[config.mk]
export PLATFORM = sky130hd
export DESIGN_NAME = rate_counter
export DESIGN_NICKNAME = d
export VERILOG_FILES = /design/src/rtl/rate_counter.sv
export SDC_FILE = /design/constraint.sdc
export NUM_CORES = 1
export LEC_CHECK = 0
export BUFFER_PORTS_ARGS = -buffer_cell sky130_fd_sc_hd__buf_2
export CAP_MARGIN = 5
export CELL_PAD_IN_SITES_DETAIL_PLACEMENT = 1
export CELL_PAD_IN_SITES_GLOBAL_PLACEMENT = 1
export CORE_MARGIN = 2
export CORE_UTILIZATION = 35
export CTS_CLUSTER_DIAMETER = 50
export CTS_CLUSTER_SIZE = 40
export DETAILED_ROUTE_END_ITERATION = 8
export PLACE_DENSITY = 0.95
export SKIP_LAST_GASP = 1
export SYNTH_ARGS = -nofsm -noshare
export SYNTH_HDL_FRONTEND = slang
export SYNTH_SLANG_ARGS = --single-unit
[constraint.sdc]
create_clock -name clk -period 2.8 [get_ports clk]
set_input_delay 0.42 -clock clk [delete_from_list [all_inputs] [get_ports clk]]
set_output_delay 0.42 -clock clk [all_outputs]
set_load 0.02 [all_outputs]
[src/rtl/rate_counter.sv]
// Rate-selectable up/down counter: steps once per rising edge of a chosen divided_clocks bit,
// with blanking after a rate change, synchronous load, and registered tick/wrap pulses.
module rate_counter #(
  parameter int WIDTH      = 3,
  parameter int SETTLE_CYC = 2
) (
  input  logic             clk,
  input  logic             reset,
  input  logic [31:0]      divided_clocks,
  input  logic [4:0]       rate_sel,
  input  logic             run,
  input  logic             up,
  input  logic             load,
  input  logic [WIDTH-1:0] load_val,
  output logic [WIDTH-1:0] count,
  output logic             tick,
  output logic             wrap
);

  localparam int SW = (SETTLE_CYC < 2) ? 1 : $clog2(SETTLE_CYC + 1);
  localparam logic [SW-1:0] SETTLE_LOAD = SW'(SETTLE_CYC);

  typedef enum logic [1:0] {IDLE, RUN, SETTLE} state_e;

  state_e            state_q,     state_d;
  logic              samp_q,      samp_d;
  logic              samp_prev_q, samp_prev_d;
  logic [4:0]        sel_q,       sel_d;
  logic [SW-1:0]     settle_q,    settle_d;
  logic [WIDTH-1:0]  count_q,     count_d;
  logic              tick_q,      tick_d;
  logic              wrap_q,      wrap_d;

  logic rise;
  logic sel_change;
  logic step;

  assign rise       = samp_q & ~samp_prev_q;
  assign sel_change = (rate_sel != sel_q);

  // NOTE: every signal gets a default before the branches so no path leaves it unassigned (no latches).
  always_comb begin
    samp_d      = divided_clocks[rate_sel];
    samp_prev_d = samp_q;
    sel_d       = rate_sel;
    state_d     = state_q;
    settle_d    = settle_q;
    count_d     = count_q;
    tick_d      = 1'b0;
    wrap_d      = 1'b0;
    step        = 1'b0;

    // A rate change blanks stepping until the new sample pipeline holds only new-rate data.
    if (sel_change) begin
      state_d  = SETTLE;
      settle_d = SETTLE_LOAD;
    end else begin
      unique case (state_q)
        IDLE: begin
          if (run) state_d = RUN;
        end
        RUN: begin
          if (!run)      state_d = IDLE;
          else if (rise) step    = 1'b1;
        end
        SETTLE: begin
          if (settle_q <= SW'(1)) begin
            state_d  = run ? RUN : IDLE;
            settle_d = '0;
          end else begin
            settle_d = settle_q - 1'b1;
          end
        end
        default: state_d = IDLE;
      endcase
    end

    if (load) begin
      count_d = load_val;
    end else if (step) begin
      tick_d = 1'b1;
      if (up) begin
        count_d = count_q + 1'b1;
        wrap_d  = &count_q;
      end else begin
        count_d = count_q - 1'b1;
        wrap_d  = ~|count_q;
      end
    end
  end

  // NOTE: sequential state uses non-blocking assignments so all flops update from pre-edge values.
  always_ff @(posedge clk or posedge reset) begin
    if (reset) begin
      state_q     <= IDLE;
      samp_q      <= 1'b0;
      samp_prev_q <= 1'b0;
      sel_q       <= '0;
      settle_q    <= '0;
      count_q     <= '0;
      tick_q      <= 1'b0;
      wrap_q      <= 1'b0;
    end else begin
      state_q     <= state_d;
      samp_q      <= samp_d;
      samp_prev_q <= samp_prev_d;
      sel_q       <= sel_d;
      settle_q    <= settle_d;
      count_q     <= count_d;
      tick_q      <= tick_d;
      wrap_q      <= wrap_d;
    end
  end

  assign count = count_q;
  assign tick  = tick_q;
  assign wrap  = wrap_q;

endmodule

==> metrics.md, run 1 <==
| Metric | Value |
|---|---|
| Synth area leaders | `dfrtp_1 (41%), mux2i_1 (17%), xor2_1 (5.3%)` |
| Outcome | `complete, no violations` |
| Clock buffer count from CTS | `3` |
| Synth top area share | `40.61%` |
| Leakage | `0.6602 nW` |
| Num rows | `19` |
| Die height | `57.08 µm` |
| Vias in the first global route | `981` |
| First-pass GRT wire length | `about 4200 µm` |
| Crit path buffers/inverters | `0` |
| CP Depth | `5` |
| Port bufs | `49` |
| Final ANT Viol Nets | `0` |
| Most frequent cells in the layout | `buf_2 (49), mux2i_1 (17), dfrtp_1 (16)` |
| Hold WC Path Type | `in -> async` |
| H-tree depth | `1` |
| WL final | `2474 µm` |
| Crit path capture | `count[0]$_DFFE_PP0P_` |
| Mapped Area | `985.9 µm²` |
| Core ar. | `about 0.0027 mm²` |
| Required time of the critical path | `just over 3 ns` |
| CTS Hold Bufs | `0` |
| Yosys warning total | `0` |
| Routability cong. | `0.7567` |
| CTS tree | `built` |
| CP Capture Type | `flop` |
| VDD IR max | `approximately 0.30 mV` |
| Synth area leader | `dfrtp_1` |
| Worst path max stage delay | `between 0.4 and 0.5 ns` |
| R2R cell count | `5` |
| Ports | `50` |
| Achievable Freq | `628.4 MHz` |
| Post-synth ARST share | `100.0%` |
| Worst setup path startpoint | `state_q[1]$_DFFE_PP0P_` |
| Area delta synth->final | `31.22%` |
| Hold Vio Cnt, Final | `0` |
| Slew Viols, Final | `0` |
| CP Max Fanout | `4` |
| Minimum clock period | `1.591 ns` |
| TNS Setup | `0 ns` |
| CP Data Arrival Time | `1.81 ns` |
| Worst Max-Slew Pin Slew | `0.5899 ns` |
| RSZ-0062 raised after global routing | `no` |
| Largest net degree at the start of global routing | `19` |
| Worst Clk Skew | `0.004358 ns` |
| Post-Layout Cell Count | `approximately 180` |
| Post-synthesis sequential area ratio | `40.61%` |
| Post-synth EDFFs | `0` |
| Share of cells above drive strength 1 | `approximately two fifths` |
| Seq cells post-synth | `16` |
| Die width | `57.08 µm` |
| Initial Util | `36.38%` |
| Post-Place Cells | `174` |
| Synth Area per Inst | `about 10 µm²` |
| WS Path Type | `reg -> reg` |
| Most common cell after layout, fill and taps aside | `buf_2` |
| Detailed placer's ending HPWL | `about 2100 µm` |
| Synth Instances | `96` |
| Final Cycle Share | `56.83%` |
| Grt total ovfl | `0` |
| Most used DFF post-synth | `dfrtp_1` |
| Crit start category | `flop` |
| Worst R2R Start | `state_q[1]$_DFFE_PP0P_` |
| Vias post-DR | `around 930` |
| Initial antenna violation count | `0` |
| Clock root buffer | `clkbuf_4` |
| Pwr per Cell Area | `between 400 and 500 mW/mm²` |
| First-iteration detailed-routing DRC count | `34` |
| Later-pin clock latency in the skew report | `0.29 ns` |
| Postcts setup bufs | `0` |
| Family with the most delay on the worst path | `simple AND/OR/NAND/NOR gates` |
| Worst reg2reg endpoint | `count[0]$_DFFE_PP0P_` |
| Vias/cell | `5.242` |
| Clk sink count | `16` |
| WL/cell | `13.90 µm` |
| Number of diodes | `0` |
| Synth cell types | `33` |
| Die area | `0.003258 mm²` |
| Maximum root-to-sink buffer count | `2` |
| Fin nets | `194` |
| Crit-path cells | `or3b_1 > nor4_2 > nand2_2 > xor2_1 > o21ai_1` |
| MaxCap Viol Count | `0` |
| Setup violations, final | `0` |
| Post-CTS resize count | `0` |
| R2R setup slack | `approximately 1.2 ns` |
| Tightest slew margin relative to the limit | `60.63%` |
| WHS | `0.1777 ns` |
| First drt pass iteration count | `4` |
| Net Count, Synth | `142` |
| Slowest-stage cell, CP | `dfrtp_1` |
| Clk slew on worst S/H paths | `0.10 ns` |
| Total GRT Usage | `16.63%` |
| DRC | `0` |
synthesized netlist by cell type (all sizes together), types with 2 or more instances:
library cell,n
dfrtp,16
inv,2
mux2i,17
and2,2
xor2,7
a21oi,3
and3,2
nand3,3
nor2,2
a22oi,3
nor2b,2
a211oi,2
o21ai,6
nand2,13
buf,2
routing by layer:
layer / track usage [%] / wire [µm] / vias to the layer above
met5: 0 / 0 / -
met4: 1.993 / 21 / 0
met3: 4.535 / 188 / 4
met2: 32.35 / 1290 / 48
met1: 18.36 / 974 / 438
li1: - / - / 443
cell families after synthesis:
family / synth area share [%]
mux: 17.26
xor+xnor: 7.869
compound gates: 9.897
flops: 40.61
fa+ha+maj: 2.031
simple gates: 20.31
buf+inv: 2.031
power breakdown:
part / total (mW) / switching [mW] / leakage (nW) / internal, mW
sequential: 0.253 / 0.00989 / 0.192 / 0.244
clock: 0.154 / 0.0748 / 0.0210 / 0.0791
combinational: 0.116 / 0.0599 / 0.447 / 0.0560
total: 0.523 / 0.145 / 0.660 / 0.379
metrics by stage:
step                      setup slack (ns)  utilization [%]  area, µm²  power (mW)
after floorplan                      1.324                -      985.9      0.3216
after global placement               1.094            46.40       1257      0.3686
after detailed placement             1.025            46.40       1257      0.3763
after CTS                            1.190            47.74       1294      0.5322
after global routing                 1.069            47.74       1294      0.5553
final                                1.209            47.74       1294      0.5233
registers in the layout (all words and copies together) (netlist names):
name / count
count: 3
samp_prev_d: 1
samp_prev_q: 1
sel_q: 5
settle_q: 2
state_q: 2
tick: 1
wrap: 1
layout make-up:
type,count,area (µm²)
Fill cell,343,1416
Multi-Input combinational cell,76,565.5
Sequential cell,16,400.4
Timing Repair Buffer,49,245.2
Tap cell,31,38.79
Clock buffer,4,36.28
Inverter,2,7.507
how the worst min path moves through the flow:
stage                                   end  cells past startpoint
CTS                 settle_q[1]$_DFFE_PP0P_                      2
detailed placement    samp_prev_q$_DFF_PP0_                      0
global route          samp_prev_d$_DFF_PP0_                      2
finish              settle_q[1]$_DFFE_PP0P_                      2
global placement      samp_prev_q$_DFF_PP0_                      0
floorplan              count[0]$_DFFE_PP0P_                      1
Note: power is estimated with default switching activity, not from simulation.
==> run 2, diff against run 1 <==
Settings changed: CORE_UTILIZATION 35 to 29, PLACE_DENSITY 0.95 to 0.86.
Clock period 2.8 ns to 1.4 ns, I/O delays scaled along.
==> run 2 against run 1 <==
The run now ends with hold timing, setup timing left; first-iteration DRC count down 29%; critical endpoint is now wrap$_DFF_PP0_; critical path depth down 1; design area up 9.7%; critical path type unchanged; core utilization down 4.9 points; die area up 19%; setup slack worse by 1.3 ns; hold slack worse by 0.19 ns; largest power group unchanged; combinational power up 130%; fmax up 6.6%.
==> metrics.md, run 2 (synthesized netlist as in run 1, its figures left out) <==
| Metric | Value |
|---|---|
| Outcome | `finished, violations left` |
| Failing checks | `hold timing, setup timing` |
| Detailed placer's ending HPWL | `2073 µm` |
| TNS Setup | `-0.3995 ns` |
| CP Capture Type | `flop` |
| Largest net degree at the start of global routing | `17` |
| Total GRT Usage | `13.72%` |
| Internal Dissipation | `~0.8 mW` |
| Maximum root-to-sink buffer count | `2` |
| Most frequent cells in the layout | `buf_2 (49), mux2i_1 (17), dfrtp_1 (15)` |
| WS Path Type | `reg -> reg` |
| Achievable Freq | `669.8 MHz` |
| Required time of the critical path | `between 1.5 and 2 ns` |
| Most flops, register | `sel_q` |
| Tightest slew margin relative to the limit | `57.67%` |
| Pwr per Cell Area | `755.6 mW/mm²` |
| MaxCap Viol Count | `0` |
| Leakage | `a little over 0.7 nW` |
| Clock root buffer | `clkbuf_4` |
| Number of diodes | `0` |
| Crit start category | `flop` |
| Clk sink count | `16` |
| Grt total ovfl | `0` |
| Die area | `0.003882 mm²` |
| VDD IR max | `0.2665 mV` |
| Final ANT Viol Nets | `0` |
| Seq pwr share | `47.2%` |
| Die width | `62.31 µm` |
| Clock buffer count from CTS | `3` |
| Area after DPL | `0.001353 mm²` |
| Fin nets | `204` |
| Slowest-stage cell, CP | `dfrtp_1` |
| Vias/cell | `4.700` |
| Later-pin clock latency in the skew report | `0.29 ns` |
| DRC | `0` |
| Crit-path cells | `or3b_4 > nor4_4 > nand2_2 > a211oi_1` |
| First drt pass iteration count | `2` |
| Worst Max-Slew Pin Slew | `between 0.6 and 0.7 ns` |
| Hold Vio Cnt, Final | `16` |
| Slew Viols, Final | `0` |
| Initial Util | `29.78%` |
| Vias in the first global route | `1,025` |
| Clk slew on worst S/H paths | `0.10 ns` |
| Clock power frac | `28.5%` |
| Most common cell after layout, fill and taps aside | `buf_2` |
| Most Used Layer, Global Route | `met2` |
| Global-route met3 utilization | `roughly 4.3%` |
| Combinational cell fraction of total power | `24.3%` |
| RSZ-0062 raised after global routing | `yes` |
| Minimum clock period | `1.493 ns` |
| H-tree depth | `1` |
| CP Max Fanout | `4` |
| First-pass GRT wire length | `4298 µm` |
| Initial antenna violation count | `0` |
| Routability cong. | `0.8076` |
| Setup violations, final | `6` |
| Hold WC Path Type | `in -> async` |
| Area delta synth->final | `43.91%` |
| Share of cells above drive strength 1 | `45.86%` |
| CTS tree | `built` |
| Core ar. | `0.003311 mm²` |
| Worst path max stage delay | `0.39 ns` |
| Final WS setup | `-0.09300 ns` |
| WL final | `around 2500 µm` |
| Vias post-DR | `954` |
| WL/cell | `roughly 12 µm` |
| Sw Share | `27.49%` |
| WHS | `-0.01513 ns` |
| First-iteration detailed-routing DRC count | `24` |
| Met1 Track Usage GR | `between 10% and 20%` |
| Switching power | `0.2947 mW` |
| Final Cell Area | `0.001419 mm²` |
| GR Util met2 | `roughly 25%` |
| CTS Hold Bufs | `0` |
| Max reg flops | `5` |
| Ports | `50` |
| Die height | `62.31 µm` |
| Num rows | `21` |
| Final Cycle Share | `106.6%` |
| Port bufs | `a little under 50` |
| CP Data Arrival Time | `roughly 1.7 ns` |
| Worst Clk Skew | `around 0.0067 ns` |
| Total design power | `1.072 mW` |
## run 2: metrics by stage
| step | instances | worst slack [ns] | utilization, % |
|---|---|---|---|
| 3_3_place_gp | 197 | -0.02419 | 40.85 |
| 4_1_cts | 202 | -0.09023 | 42.52 |
| 5_1_grt | 203 | -0.2273 | 42.86 |
| 2_1_floorplan | 96 | 0.01365 | - |
| 3_5_place_dp | 197 | -0.07738 | 40.85 |
| 6_report | 203 | -0.09300 | 42.86 |
## run 2: area by class of cell
cell class	count	area [µm²]
Clock buffer	4	36.28
Fill cell	418	1892
Inverter	2	7.507
Multi-Input combinational cell	76	579.3
Sequential cell	16	401.6
Tap cell	46	57.56
Timing Repair Buffer	59	336.6
## run 2: worst paths after layout
path,startpoint,to,slack [ns],cells after the start
setup / recovery,state_q[1]$_DFFE_PP0P_,wrap$_DFF_PP0_,-0.09,4
hold / removal,reset,count[2]$_DFFE_PP0P_,-0.02,2
setup reg to reg,state_q[1]$_DFFE_PP0P_,wrap$_DFF_PP0_,-0.09,4
hold reg to reg,samp_prev_d$_DFF_PP0_,samp_prev_q$_DFF_PP0_,0.39,0
max in group asynchronous,reset,count[0]$_DFFE_PP0P_,0.97,2
min in group clk,rate_sel[2],sel_q[2]$_DFF_PP0_,0.10,1
## run 2: repair_timing
item	in CTS	in global routing
setup buffers	1	1
pin swaps	0	1
gates resized for setup	2	1
endpoints found under the setup margin	5	9
## run 2: routing by layer
| layer | wire length (µm) | part of all wire (%) |
|---|---|---|
| met4 | 53 | 2.1 |
| met2 | 1239 | 49 |
| met1 | 998 | 40 |
| met3 | 234 | 9.3 |
| met5 | 0 | 0 |
## run 2: power groups by stage
stage                     Sequential (mW)  Clock, mW  Combinational (mW)
after global placement              0.512          0               0.246
after CTS                           0.507      0.321               0.265
after detailed placement            0.515          0               0.260
final                               0.506      0.305               0.261
after global routing                0.510      0.348               0.293
after floorplan                     0.522          0               0.122
## run 2: worst max-delay path, delay by kind of cell, from the launching register on
family	cells	cell delay, ns
AND/OR/NAND/NOR	3	0.71
flip-flops	1	0.39
AO/OA/AOI/OAI	1	0.29
==> run 3, diff against run 2 <==
Settings changed: BUFFER_PORTS_ARGS -buffer_cell sky130_fd_sc_hd__buf_2 to -buffer_cell sky130_fd_sc_hd__buf_4.
==> run 3 against run 2 <==
Largest power group unchanged; the flow finishes with violations (setup timing); die area unchanged; critical path depth increased by 2; sequential share of layout area decreased by 2.6 points; non-clock buffer count increased by 2; largest cell class unchanged; global-route usage increased by 0.80 points; setup slack about the same; combinational power increased by 15%; final cell count increased by 0.99%.
==> metrics.md, run 3 (synthesized netlist as in run 1, its figures left out) <==
| Metric | Value |
|---|---|
| Fin nets | `206` |
| WL/cell | `13.18 µm` |
| Most frequent cells in the layout | `buf_4 (58), mux2i_1 (17), dfrtp_1 (15)` |
| CP Max Fanout | `4` |
| Die area | `between 0.003 and 0.004 mm²` |
| First-pass GRT wire length | `4491 µm` |
| Worst reg2reg endpoint | `tick$_DFF_PP0_` |
| Grt total ovfl | `0` |
| HP Start | `rate_sel[1]` |
| Pwr per Cell Area | `just over 700 mW/mm²` |
| Slew Viols, Final | `0` |
| Initial Util | `a little under 30%` |
| Hold Vio Cnt, Final | `0` |
| RSZ-0062 raised after global routing | `yes` |
| Port bufs | `a little under 50` |
| Worst R2R Start | `samp_prev_q$_DFF_PP0_` |
| Vias/cell | `~4.7` |
| Worst Hold Path EP | `sel_q[1]$_DFF_PP0_` |
| First drt pass iteration count | `3` |
| Clk sink count | `16` |
| Largest net degree at the start of global routing | `17` |
| Die height | `62.31 µm` |
| Clock buffer count from CTS | `3` |
| Worst Clk Skew | `0.009797 ns` |
| Max reg flops | `5` |
| Ports | `50` |
| Most flops, register | `sel_q` |
| Later-pin clock latency in the skew report | `about 0.3 ns` |
| WS Path Type | `reg -> reg` |
| DRC | `0` |
| Tightest slew margin relative to the limit | `60.17%` |
| Area delta synth->final | `58.38%` |
| R2R cell count | `6` |
| Hold WC Path Type | `in -> reg` |
| WHS | `0.05824 ns` |
| Achievable Freq | `669.6 MHz` |
| VDD IR max | `0.1873 mV` |
| Share of cells above drive strength 1 | `~47%` |
| CP Data Arrival Time | `1.74 ns` |
| Final Cycle Share | `106.7%` |
| Die width | `between 60 and 70 µm` |
| MaxCap Viol Count | `0` |
| Outcome | `finished, violations left` |
| Final ANT Viol Nets | `0` |
| Num rows | `21` |
| Routability cong. | `roughly 0.82` |
| CTS tree | `built` |
| Clock root buffer | `clkbuf_4` |
| Clk slew on worst S/H paths | `0.10 ns` |
| Worst Max-Slew Pin Slew | `around 0.60 ns` |
| CP Capture Type | `flop` |
| H-tree depth | `1` |
| Number of diodes | `0` |
| WL final | `~2700 µm` |
| Leakage | `0.7656 nW` |
| Initial antenna violation count | `0` |
| # fillers | `386` |
| Crit start category | `flop` |
| Final WS setup | `-0.09335 ns` |
| Most common cell after layout, fill and taps aside | `buf_4` |
| Maximum root-to-sink buffer count | `2` |
| Setup violations, final | `5` |
| R2R setup slack | `-0.09 ns` |
| Core ar. | `0.003311 mm²` |
| Failing checks | `setup timing` |
| Vias in the first global route | `1,029` |
| Total design power | `1.122 mW` |
| First-iteration detailed-routing DRC count | `16` |
| Vias post-DR | `~960` |
| Minimum clock period | `1.493 ns` |
| Total GRT Usage | `14.52%` |
| Detailed placer's ending HPWL | `2178 µm` |
| Hold Path Depth | `1` |
| Required time of the critical path | `1.64 ns` |
[run 3: worst max-delay path by stage]
stage                     depth (start not counted)  slack (ns)              endpoint                   start
after floorplan                                   5        0.01  count[2]$_DFFE_PP0P_    count[1]$_DFFE_PP0P_
final                                             6       -0.09        tick$_DFF_PP0_   samp_prev_q$_DFF_PP0_
after global placement                            5       -0.03  count[1]$_DFFE_PP0P_   samp_prev_q$_DFF_PP0_
after CTS                                         5       -0.03  count[2]$_DFFE_PP0P_   samp_prev_q$_DFF_PP0_
after detailed placement                          5       -0.09  count[1]$_DFFE_PP0P_  state_q[0]$_DFFE_PP0P_
after global routing                              5       -0.18  count[0]$_DFFE_PP0P_   samp_prev_q$_DFF_PP0_
[run 3: power breakdown]
part / internal, mW / total (mW) / switching [mW]
Sequential: 0.488 / 0.506 / 0.0188
Clock: 0.159 / 0.314 / 0.156
Combinational: 0.170 / 0.301 / 0.131
[run 3: metrics by stage]
stage                     utilization, %  setup WS (ns)  area, µm²  cells  TNS [ns]
after floorplan                        -        0.01365      989.7     96         0
after global placement             44.33       -0.02542       1468    196  -0.04813
after detailed placement           44.33       -0.09373       1468    196   -0.2471
after CTS                          46.75       -0.03364       1548    204  -0.08548
after global routing               47.17        -0.1794       1562    205    -1.019
final                              47.17       -0.09335       1562    205   -0.3044
[run 3: worst max-delay path: stages (launching register included)]
cell	delay, ns
dfrtp_1	0.37
or3b_4	0.41
nor4_4	0.20
nand2_2	0.14
buf_4	0.16
buf_6	0.11
nor2_2	0.06
[run 3: what timing repair did]
action,in CTS,in global routing
resized for setup,2,2
hold buffers,1,0
pin swaps,2,0
buffers inserted,3,1
endpoints found under the setup margin,5,9
hold endpoints to repair,9,0
[run 3: routing by layer]
layer,vias up,global-route usage [%],share of wire [%]
li1,470,-,-
met1,436,15.18,38
met2,50,28.40,53
met3,2,3.623,8.3
met4,0,4.167,0.78
met5,-,0,0
[run 3: final cells by class]
class	count	area (µm²)	share of cell area, %
clock buffers	4	36.28	2.324
inverters	2	7.507	0.4808
multi-input cells	76	581.8	37.26
well taps	46	57.56	3.686
flip-flops and latches	16	401.6	25.72
repair buffers	61	476.7	30.53
